$ cat src/rtl/ioctl_ram_loader.sv
// ioctl_ram_loader: packs HPS halfword downloads into 32-bit words, queues them and writes them over a req/ack port.
// Optional feature macro LOADER_CHECKSUM_EN adds a running checksum of accepted words.
module ioctl_ram_loader #(
  parameter int unsigned DEPTH = 4
) (
  input  logic        clk_sys,
  input  logic        reset,
  input  logic        ioctl_download,
  input  logic        ioctl_wr,
  input  logic [24:0] ioctl_addr,
  input  logic [31:0] ioctl_dout,
  input  logic [3:0]  ioctl_sel,
  output logic        ioctl_wait,
  output logic        mem_req,
  output logic [24:0] mem_addr,
  output logic [31:0] mem_din,
  output logic [3:0]  mem_be,
  input  logic        mem_ack,
  output logic        load_done,
  output logic        overflow
`ifdef LOADER_CHECKSUM_EN
  ,
  output logic [31:0] checksum
`endif
);

  localparam int unsigned AW = $clog2(DEPTH);
  localparam int unsigned CW = AW + 1;

  typedef enum logic {ST_IDLE, ST_REQ} state_t;

  state_t        state_q, state_d;
  logic          dl_q, dl_d, flush_q, flush_d, armed_q, armed_d;
  logic          pend_valid_q, pend_valid_d;
  logic [22:0]   pend_addr_q, pend_addr_d;
  logic [31:0]   pend_data_q, pend_data_d;
  logic [3:0]    pend_be_q, pend_be_d;
  logic [22:0]   fa_q [DEPTH];
  logic [22:0]   fa_d [DEPTH];
  logic [31:0]   fd_q [DEPTH];
  logic [31:0]   fd_d [DEPTH];
  logic [3:0]    fb_q [DEPTH];
  logic [3:0]    fb_d [DEPTH];
  logic [AW-1:0] wr_ptr_q, wr_ptr_d, rd_ptr_q, rd_ptr_d, nxt_ptr;
  logic [CW-1:0] count_q, count_d;
  logic          ioctl_wait_q, ioctl_wait_d, mem_req_q, mem_req_d;
  logic [24:0]   mem_addr_q, mem_addr_d;
  logic [31:0]   mem_din_q, mem_din_d;
  logic [3:0]    mem_be_q, mem_be_d;
  logic          load_done_q, load_done_d, overflow_q, overflow_d;
  logic          rise, fall, push, do_push, pop;
  logic [22:0]   push_addr;
  logic [31:0]   push_data, merge_data;
  logic [3:0]    push_be, merge_be;

  // Halfword alignment bits carry no information; lane choice comes from ioctl_sel.
  logic unused_addr_bits;
  assign unused_addr_bits = ^ioctl_addr[1:0];

`ifdef LOADER_CHECKSUM_EN
  logic [31:0] checksum_q, checksum_d;
  assign checksum = checksum_q;

  function automatic logic [31:0] lane_mask(input logic [31:0] d, input logic [3:0] be);
    logic [31:0] r;
    for (int i = 0; i < 4; i++) r[8*i +: 8] = be[i] ? d[8*i +: 8] : 8'h00;
    return r;
  endfunction
`endif

  assign ioctl_wait = ioctl_wait_q;
  assign mem_req    = mem_req_q;
  assign mem_addr   = mem_addr_q;
  assign mem_din    = mem_din_q;
  assign mem_be     = mem_be_q;
  assign load_done  = load_done_q;
  assign overflow   = overflow_q;

  always_comb begin
    state_d      = state_q;
    dl_d         = ioctl_download;
    flush_d      = flush_q;
    armed_d      = armed_q;
    pend_valid_d = pend_valid_q;
    pend_addr_d  = pend_addr_q;
    pend_data_d  = pend_data_q;
    pend_be_d    = pend_be_q;
    fa_d         = fa_q;
    fd_d         = fd_q;
    fb_d         = fb_q;
    wr_ptr_d     = wr_ptr_q;
    rd_ptr_d     = rd_ptr_q;
    mem_req_d    = mem_req_q;
    mem_addr_d   = mem_addr_q;
    mem_din_d    = mem_din_q;
    mem_be_d     = mem_be_q;
    overflow_d   = overflow_q;
    load_done_d  = 1'b0;
    push         = 1'b0;
    push_addr    = pend_addr_q;
    push_data    = pend_data_q;
    push_be      = pend_be_q;
    rise         = ioctl_download & ~dl_q;
    fall         = ~ioctl_download & dl_q;
    nxt_ptr      = rd_ptr_q + AW'(1);
`ifdef LOADER_CHECKSUM_EN
    checksum_d   = checksum_q;
`endif
    for (int i = 0; i < 4; i++)
      merge_data[8*i +: 8] = ioctl_sel[i] ? ioctl_dout[8*i +: 8] : pend_data_q[8*i +: 8];
    merge_be = pend_be_q | ioctl_sel;

    // Halfword packing; a flush waits for a cycle without a write so only one push happens.
    if (ioctl_wr) begin
      if (pend_valid_q && ioctl_addr[24:2] == pend_addr_q) begin
        if (merge_be == 4'hF) begin
          push         = 1'b1;
          push_data    = merge_data;
          push_be      = merge_be;
          pend_valid_d = 1'b0;
        end else begin
          pend_data_d = merge_data;
          pend_be_d   = merge_be;
        end
      end else begin
        push         = pend_valid_q;
        pend_valid_d = 1'b1;
        pend_addr_d  = ioctl_addr[24:2];
        pend_data_d  = ioctl_dout;
        pend_be_d    = ioctl_sel;
      end
    end else if (flush_q) begin
      flush_d      = 1'b0;
      push         = pend_valid_q;
      pend_valid_d = 1'b0;
    end

    if (fall) begin
      flush_d = 1'b1;
      armed_d = 1'b1;
    end
    if (rise) begin
      armed_d    = 1'b0;
      overflow_d = 1'b0;
`ifdef LOADER_CHECKSUM_EN
      checksum_d = 32'h0;
`endif
    end

    // FIFO: a push into a full FIFO is allowed only when the head pops in the same cycle.
    pop     = (state_q == ST_REQ) && mem_ack;
    do_push = push && ((count_q != CW'(DEPTH)) || pop);
    if (push && !do_push) overflow_d = 1'b1;
    if (do_push) begin
      fa_d[wr_ptr_q] = push_addr;
      fd_d[wr_ptr_q] = push_data;
      fb_d[wr_ptr_q] = push_be;
      wr_ptr_d       = wr_ptr_q + AW'(1);
    end
    if (pop) rd_ptr_d = nxt_ptr;
    count_d = count_q + CW'(do_push) - CW'(pop);

    case (state_q)
      ST_IDLE: begin
        if (count_q != CW'(0)) begin
          mem_req_d  = 1'b1;
          mem_addr_d = {fa_q[rd_ptr_q], 2'b00};
          mem_din_d  = fd_q[rd_ptr_q];
          mem_be_d   = fb_q[rd_ptr_q];
          state_d    = ST_REQ;
        end
      end
      default: begin
        if (mem_ack) begin
`ifdef LOADER_CHECKSUM_EN
          checksum_d = (rise ? 32'h0 : checksum_q) + lane_mask(mem_din_q, mem_be_q);
`endif
          if (count_q > CW'(1)) begin
            mem_addr_d = {fa_q[nxt_ptr], 2'b00};
            mem_din_d  = fd_q[nxt_ptr];
            mem_be_d   = fb_q[nxt_ptr];
          end else begin
            mem_req_d = 1'b0;
            state_d   = ST_IDLE;
          end
        end
      end
    endcase

    ioctl_wait_d = count_q >= CW'(DEPTH - 2);

    if (armed_q && !rise && !flush_q && !pend_valid_q && count_q == CW'(0) && !mem_req_q) begin
      load_done_d = 1'b1;
      armed_d     = 1'b0;
    end
  end

  always_ff @(posedge clk_sys) begin
    if (reset) begin
      state_q      <= ST_IDLE;
      dl_q         <= 1'b0;
      flush_q      <= 1'b0;
      armed_q      <= 1'b0;
      pend_valid_q <= 1'b0;
      pend_addr_q  <= '0;
      pend_data_q  <= '0;
      pend_be_q    <= '0;
      wr_ptr_q     <= '0;
      rd_ptr_q     <= '0;
      count_q      <= '0;
      ioctl_wait_q <= 1'b0;
      mem_req_q    <= 1'b0;
      mem_addr_q   <= '0;
      mem_din_q    <= '0;
      mem_be_q     <= '0;
      load_done_q  <= 1'b0;
      overflow_q   <= 1'b0;
`ifdef LOADER_CHECKSUM_EN
      checksum_q   <= '0;
`endif
    end else begin
      state_q      <= state_d;
      dl_q         <= dl_d;
      flush_q      <= flush_d;
      armed_q      <= armed_d;
      pend_valid_q <= pend_valid_d;
      pend_addr_q  <= pend_addr_d;
      pend_data_q  <= pend_data_d;
      pend_be_q    <= pend_be_d;
      fa_q         <= fa_d;
      fd_q         <= fd_d;
      fb_q         <= fb_d;
      wr_ptr_q     <= wr_ptr_d;
      rd_ptr_q     <= rd_ptr_d;
      count_q      <= count_d;
      ioctl_wait_q <= ioctl_wait_d;
      mem_req_q    <= mem_req_d;
      mem_addr_q   <= mem_addr_d;
      mem_din_q    <= mem_din_d;
      mem_be_q     <= mem_be_d;
      load_done_q  <= load_done_d;
      overflow_q   <= overflow_d;
`ifdef LOADER_CHECKSUM_EN
      checksum_q   <= checksum_d;
`endif
    end
  end

endmodule

$ cat config.mk
export PLATFORM = sky130hd
export DESIGN_NAME = ioctl_ram_loader
export DESIGN_NICKNAME = d
export VERILOG_FILES = /design/src/rtl/ioctl_ram_loader.sv
export SDC_FILE = /design/constraint.sdc
export NUM_CORES = 1
export LEC_CHECK = 0
export ABC_AREA = 1
export CORE_UTILIZATION = 60
export DETAILED_ROUTE_END_ITERATION = 12
export GPL_TIMING_DRIVEN = 0
export PLACE_DENSITY = 0.82
export REMOVE_ABC_BUFFERS = 1
export SLEW_MARGIN = 10
export SYNTH_ARGS = -nofsm -noshare
export SYNTH_HDL_FRONTEND = slang
export SYNTH_SLANG_ARGS = --single-unit
$ cat constraint.sdc
create_clock -name clk_sys -period 19.2 [get_ports clk_sys]
set_input_delay 2.88 -clock clk_sys [delete_from_list [all_inputs] [get_ports clk_sys]]
set_output_delay 2.88 -clock clk_sys [all_outputs]
set_load 0.1 [all_outputs]
Yosys cells after proc, flatten, opt, wreduce, memory -nomap -nowiden
Index checks and enable logic that the tools add are counted.
{"block": "word_totals", "in_bits": 66, "output_inout_bits": 65, "register_bits": 372}
{"block": "op_classes", "n_reduce_logical": 28, "bitwise_logic": 10, "order_cmp": 6, "addsub": 4, "muxes": 74, "n_eq_ne": 9}
{"op": "$mux 32", "count": 14}
{"op": "$bmux 32 s2", "count": 2}
{"op": "$bwmux 128", "count": 1}
{"op": "$mux 23", "count": 5}
{"op": "$mux 25", "count": 4}
{"op": "$bmux 23 s2", "count": 2}
{"op": "$bwmux 92", "count": 1}
{"op": "$demux 32 s2", "count": 1}
{"op": "$mux 4", "count": 14}
{"op": "$demux 23 s2", "count": 1}
{"op": "$mux 8", "count": 4}
{"op": "$eq 23x23->1", "count": 1}
{"op": "$mux 1", "count": 21}
{"op": "$bmux 4 s2", "count": 2}
{"op": "$bwmux 16", "count": 1}
{"op": "$logic_and 1x1->1", "count": 10}
{"op": "$ge 3x3->1 const B", "count": 3}
{"op": "$not 2->3", "count": 3}
{"op": "$demux 4 s2", "count": 1}
{"op": "$reduce_and 2->1", "count": 4}
{"op": "$ne 2x2->1 const B", "count": 3}
{"op": "$reduce_and 3->1", "count": 2}
{"op": "$reduce_bool 2->1", "count": 3}
{"op": "$logic_not 1->1", "count": 5}
{"op": "17 further kinds", "count": 23}

Depth between registers and ports, before layout
{"block": "depth", "ltp_word": 9, "ltp_mapped": 17, "ltp_nobuf": 17}

Worst setup path after synthesis
OpenSTA, ideal clock, no wires.
{"block": "synth_path", "path_type": "in2reg", "start": "in ioctl_sel[3]", "end": "reg fa_q[0] (netlist bit) (enable)", "stages": 7, "t_arrival_ns": 8.165, "n_path_buf": 1, "required_ns": 18.638, "setup_slack_ns": 10.473, "setup_ns": 0.562, "path_cell_list": "clkbuf_1 > nor2_1 > nor3_2 > nand4_4 > nand3_2 > nand3_2 > nor3b_1"}
{"block": "synth_via", "elab_chain_len": 7}
{"element": "start: declaration", "line": "12", "source": "input logic [3:0] ioctl_sel,"}
{"element": "$or 4x4->4", "line": "111", "source": "merge_be = pend_be_q | ioctl_sel;"}
{"element": "$eq 4x4->1", "line": "116", "source": "if (merge_be == 4'hF) begin"}
{"element": "$mux 1", "line": "116"}
{"element": "$mux 1", "line": "115", "source": "if (pend_valid_q && ioctl_addr[24:2] == pend_addr_q) begin"}
{"element": "$mux 1", "line": "114", "source": "if (ioctl_wr) begin"}
{"element": "$logic_and 1x1->1", "line": "152", "source": "do_push = push && ((count_q != CW'(DEPTH)) || pop);"}
{"element": "$reduce_and 2->1 (no line)"}
{"element": "end signal: assignment", "line": "230", "source": "fa_q <= fa_d;"}
{"element": "end: declaration", "line": "38", "source": "logic [22:0] fa_q [DEPTH];"}
Every way passes these cells.
A chain may end at the register's enable or synchronous reset.

Worst setup path in the final report
{"block": "layout_path", "start": "in ioctl_addr[21]", "end": "reg pend_data_q[5]"}
{"block": "layout_via", "elab_chain_len": 4, "word_cells_on_any_way": 5, "cone_classes": "eq/ne (2); mux (1); reduce/logical (2)"}
{"element": "start: declaration", "line": "10", "source": "input logic [24:0] ioctl_addr,"}
{"element": "$eq 23x23->1 *", "line": "115"}
{"element": "$logic_and 1x1->1 *", "line": "115"}
{"element": "$ne 2x2->1 (no line)"}
{"element": "$reduce_and 2->1 (no line)"}
{"element": "end signal: assignment", "line": "228", "source": "pend_data_q <= pend_data_d;"}
{"element": "end: declaration", "line": "36", "source": "logic [31:0] pend_data_q, pend_data_d;"}
Mark *: on every way between the ends. The rest lies on a longest branch, timed or not.

==> out/metrics.csv <==
stage;metric;value;unit
status;status;finished clean;
finish;fin_cells;2304;
timing;setup_viol;0;
cts;clk_pin_slew;60;ps
setup_path;rrSetupSlack;14320;ps
synthesis;ys_types;43;
placement;port_buffers;126;
setup_path;r2r_cells;12;
timing;rsz0062_at_grt;no;
synthesis;synth-edff-count;236;
global_route;groute.usage.overall;32.1;%
finish;utilization;71.7;%
synthesis;synthAdderAreaFrac;0.626;%
timing;finalCritPeriodShare;37.8;%
synthesis;ys_async_sr_fraction;0;%
timing;finClkSkew;23.2;ps
timing;fmax;138;MHz
setup_path;crit_type;in -> reg;
timing;maxSlewHeadroom;16.0;%
cts;cts_tree;yes;
placement;place_ws;11580;ps
drt;wl_per_cell;20.3;um
cts;clkLatencyLatePin;540;ps
drt;via_per_inst;6.44;
finish;seq_area;0.00978;mm^2
cts;cts_num_sinks;370;
die;num_rows;61;
finish;drive_above_1_share;6.91;%
min_path;hold_path_class;reg -> reg;
setup_path;cp_data_arrival_time;7730;ps
cts;cts_resized;0;
synthesis;syn_avg_cell_area;9.40;um^2
synthesis;synth_top_family_by_area;compound AO/OA/AOI/OAI gates;
cts;post-cts-setup-buffer-count;0;
cts;cts_max_level;2;
setup_path;endpoint_kind;flop;
synthesis;synth_compound_area_share;22.0;%
global_route;grt_pass1_vias;14400;
setup_path;crit_chain;clkdlybuf4s50_1 -> inv_1 -> nand2_1 -> nand2_1 -> nor2_1 -> nand2_1 -> nor2_8 -> nand3_4 -> nand2_2 -> nand2_2 -> inv_1 -> a211oi_1 -> nor2_1;
setup_path;cp-start-kind;primary input;
setup_path;worstSetupStartpoint;ioctl_addr[21];
power_and_ir_drop;p_per_area;137;mW/mm^2
die;die_w;171;um
setup_path;regToRegEndpoint;pend_data_q[5];
timing;hold_ws;470;ps
global_route;grt_max_degree;90;
timing;final.setup.tns;0;ps
placement;place_congestion;0.864;
drt;drt_wl_total;46700;um
timing;min_period;7270;ps
synthesis;synth_xor_xnor_area_share;0.102;%
die;core_area;0.0280;mm^2
synthesis;syn_inst;1828;
global_route;grt_pass1_wl;73200;um
die;pin_count;131;
synthesis;yosys_warnings;0;
finish;areaGrowthSynthToFinish;16.9;%
placement;placed_cells;2231;
finish;final_net_count;1968;
global_route;gr-total-overflow;0;
timing;worst_slew_pin_slew;1250;ps
min_path;hold_depth;2;
die;die-area;0.0293;mm^2
finish;fill_cells;1929;
cts;clockBufferDepth;3;
synthesis;muxShareOfSynthArea;3.26;%
synthesis;synth-seq-cells;370;
power_and_ir_drop;p_leak;0.00735;uW
cts;clockRootBuffer;clkbuf_16;
synthesis;ys.flop_type;edfxtp_1;
placement;hpwl;27900;um
drt;drt_iter0_drc;1943;
job;drv_cap;0;
drt;vias;14800;
timing;final-hold-violation-count;0;
die;dieHeight;171;um
cts;hold_buffers;0;
timing;slew_viol_final;0;
die;start_util;61.4;%
drt;drtPass1Iterations;6;
min_path;hp-start;overflow;
drt;route.detailed.drc;0;
setup_path;crit_required;19660;ps
setup_path;cp_common_cell;nand2_1;
min_path;min_to;overflow;
setup_path;cpPeakStageDelay;960;ps
global_route;antenna_found_initial;1;
synthesis;ys_seq_area_share;56.8;%
setup_path;slowest_stage;nand2_2;
power_and_ir_drop;vdd_drop_max;117;uV
cts;numCtsBuffers;38;
synthesis;synthSimpleGateAreaFrac;10.5;%
timing;setup_ws;11930;ps
setup_path;critPathMaxFanout;63;
finish;multi_input_area;0.00631;mm^2
synthesis;syn_area;0.0172;mm^2
drt;antenna_left;0;
setup_path;r2r_start;pend_addr_q[19];
[cell usage in the layout (no fill, tap or decap), drive strengths merged, types with 26 or more instances in the layout]
cell type      count
dfxtp            134
edfxtp           236
clkbuf            45
buf               38
a21oi            175
mux2i             56
nand4             38
inv              143
o21ai            421
clkdlybuf4s50    126
nand2            210
o221ai            33
a31oi             26
nor2             129
[synth_stat cells (all sizes together), types with 18 or more instances]
cell | n | area share, %
dfxtp | 134 | 16
edfxtp | 236 | 41
o21ai | 421 | 12
o22ai | 18 | 0.66
clkbuf | 91 | 2.0
nor2 | 129 | 3.2
nand4 | 38 | 1.5
inv | 141 | 3.1
nand2 | 210 | 4.6
mux2i | 56 | 3.3
o221ai | 33 | 1.7
a31oi | 26 | 0.95
a21oi | 175 | 5.1
buf | 48 | 1.6
[worst max-delay path by stage]
stage,endpoint,cells past startpoint,slack [ps]
2_1_floorplan,fa_q[0],11,10290
3_3_place_gp,fd_q[62],11,5550
3_5_place_dp,pend_data_q[4],13,11580
4_1_cts,pend_data_q[31],13,12100
5_1_grt,pend_data_q[4],13,11640
6_report,pend_data_q[5],13,11930
[cell type report]
cell class                 instances  share of cell area (%)
clock buffer                      45                    5.01
antenna                            2                  0.0249
timing repair buffer             164                    8.77
clock inverter                    25                    1.06
tap                              378                    2.35
inverter                         142                    2.70
multi-input combinational       1178                    31.4
sequential                       370                    48.7
[worst max-delay path: cells and delay by family]
kind | cells | cell delay (ps)
and+or+nand+nor | 9 | 3510
buffers and inverters | 3 | 1200
AOI/OAI and AO/OA | 1 | 90
[layer usage]
metal / up-vias / routed length (um) / track usage (%)
met5: - / 0 / 0
met4: 0 / 1800 / 16.3
met3: 188 / 5070 / 5.20
met2: 1022 / 22500 / 53.1
met1: 6950 / 17400 / 41.1
li1: 6677 / - / -
[power by group]
group	leakage (uW)	total, uW	internal [uW]	switching, uW
clock network	0.000607	726	417	308
logic	0.00346	1010	269	745
registers	0.00329	1010	934	77.7
[logic make-up after synthesis]
logic type | after synthesis
compound gates | 701
xor+xnor | 2
fa+ha+maj | 8
buf+inv | 281
flops | 370
mux | 56
other cells | 1
simple gates | 409
[sequential cells by signal (all words and copies together) (netlist names), 2 cells and up]
signal	flops
fb_q	16
rd_ptr_q	2
wr_ptr_q	2
pend_data_q	32
pend_be_q	4
fd_q	128
mem_be	4
count_q	3
mem_din	32
mem_addr	23
pend_addr_q	23
fa_q	92
[metrics by stage]
stage | cell area [um^2] | power, uW
after floorplan | 16600 | 1710
after global placement | 18300 | 1980
after detailed placement | 18900 | 2020
after CTS | 20100 | 2740
after global routing | 20100 | 2870
final | 20100 | 2750
Power figures use the tool's default switching activity.
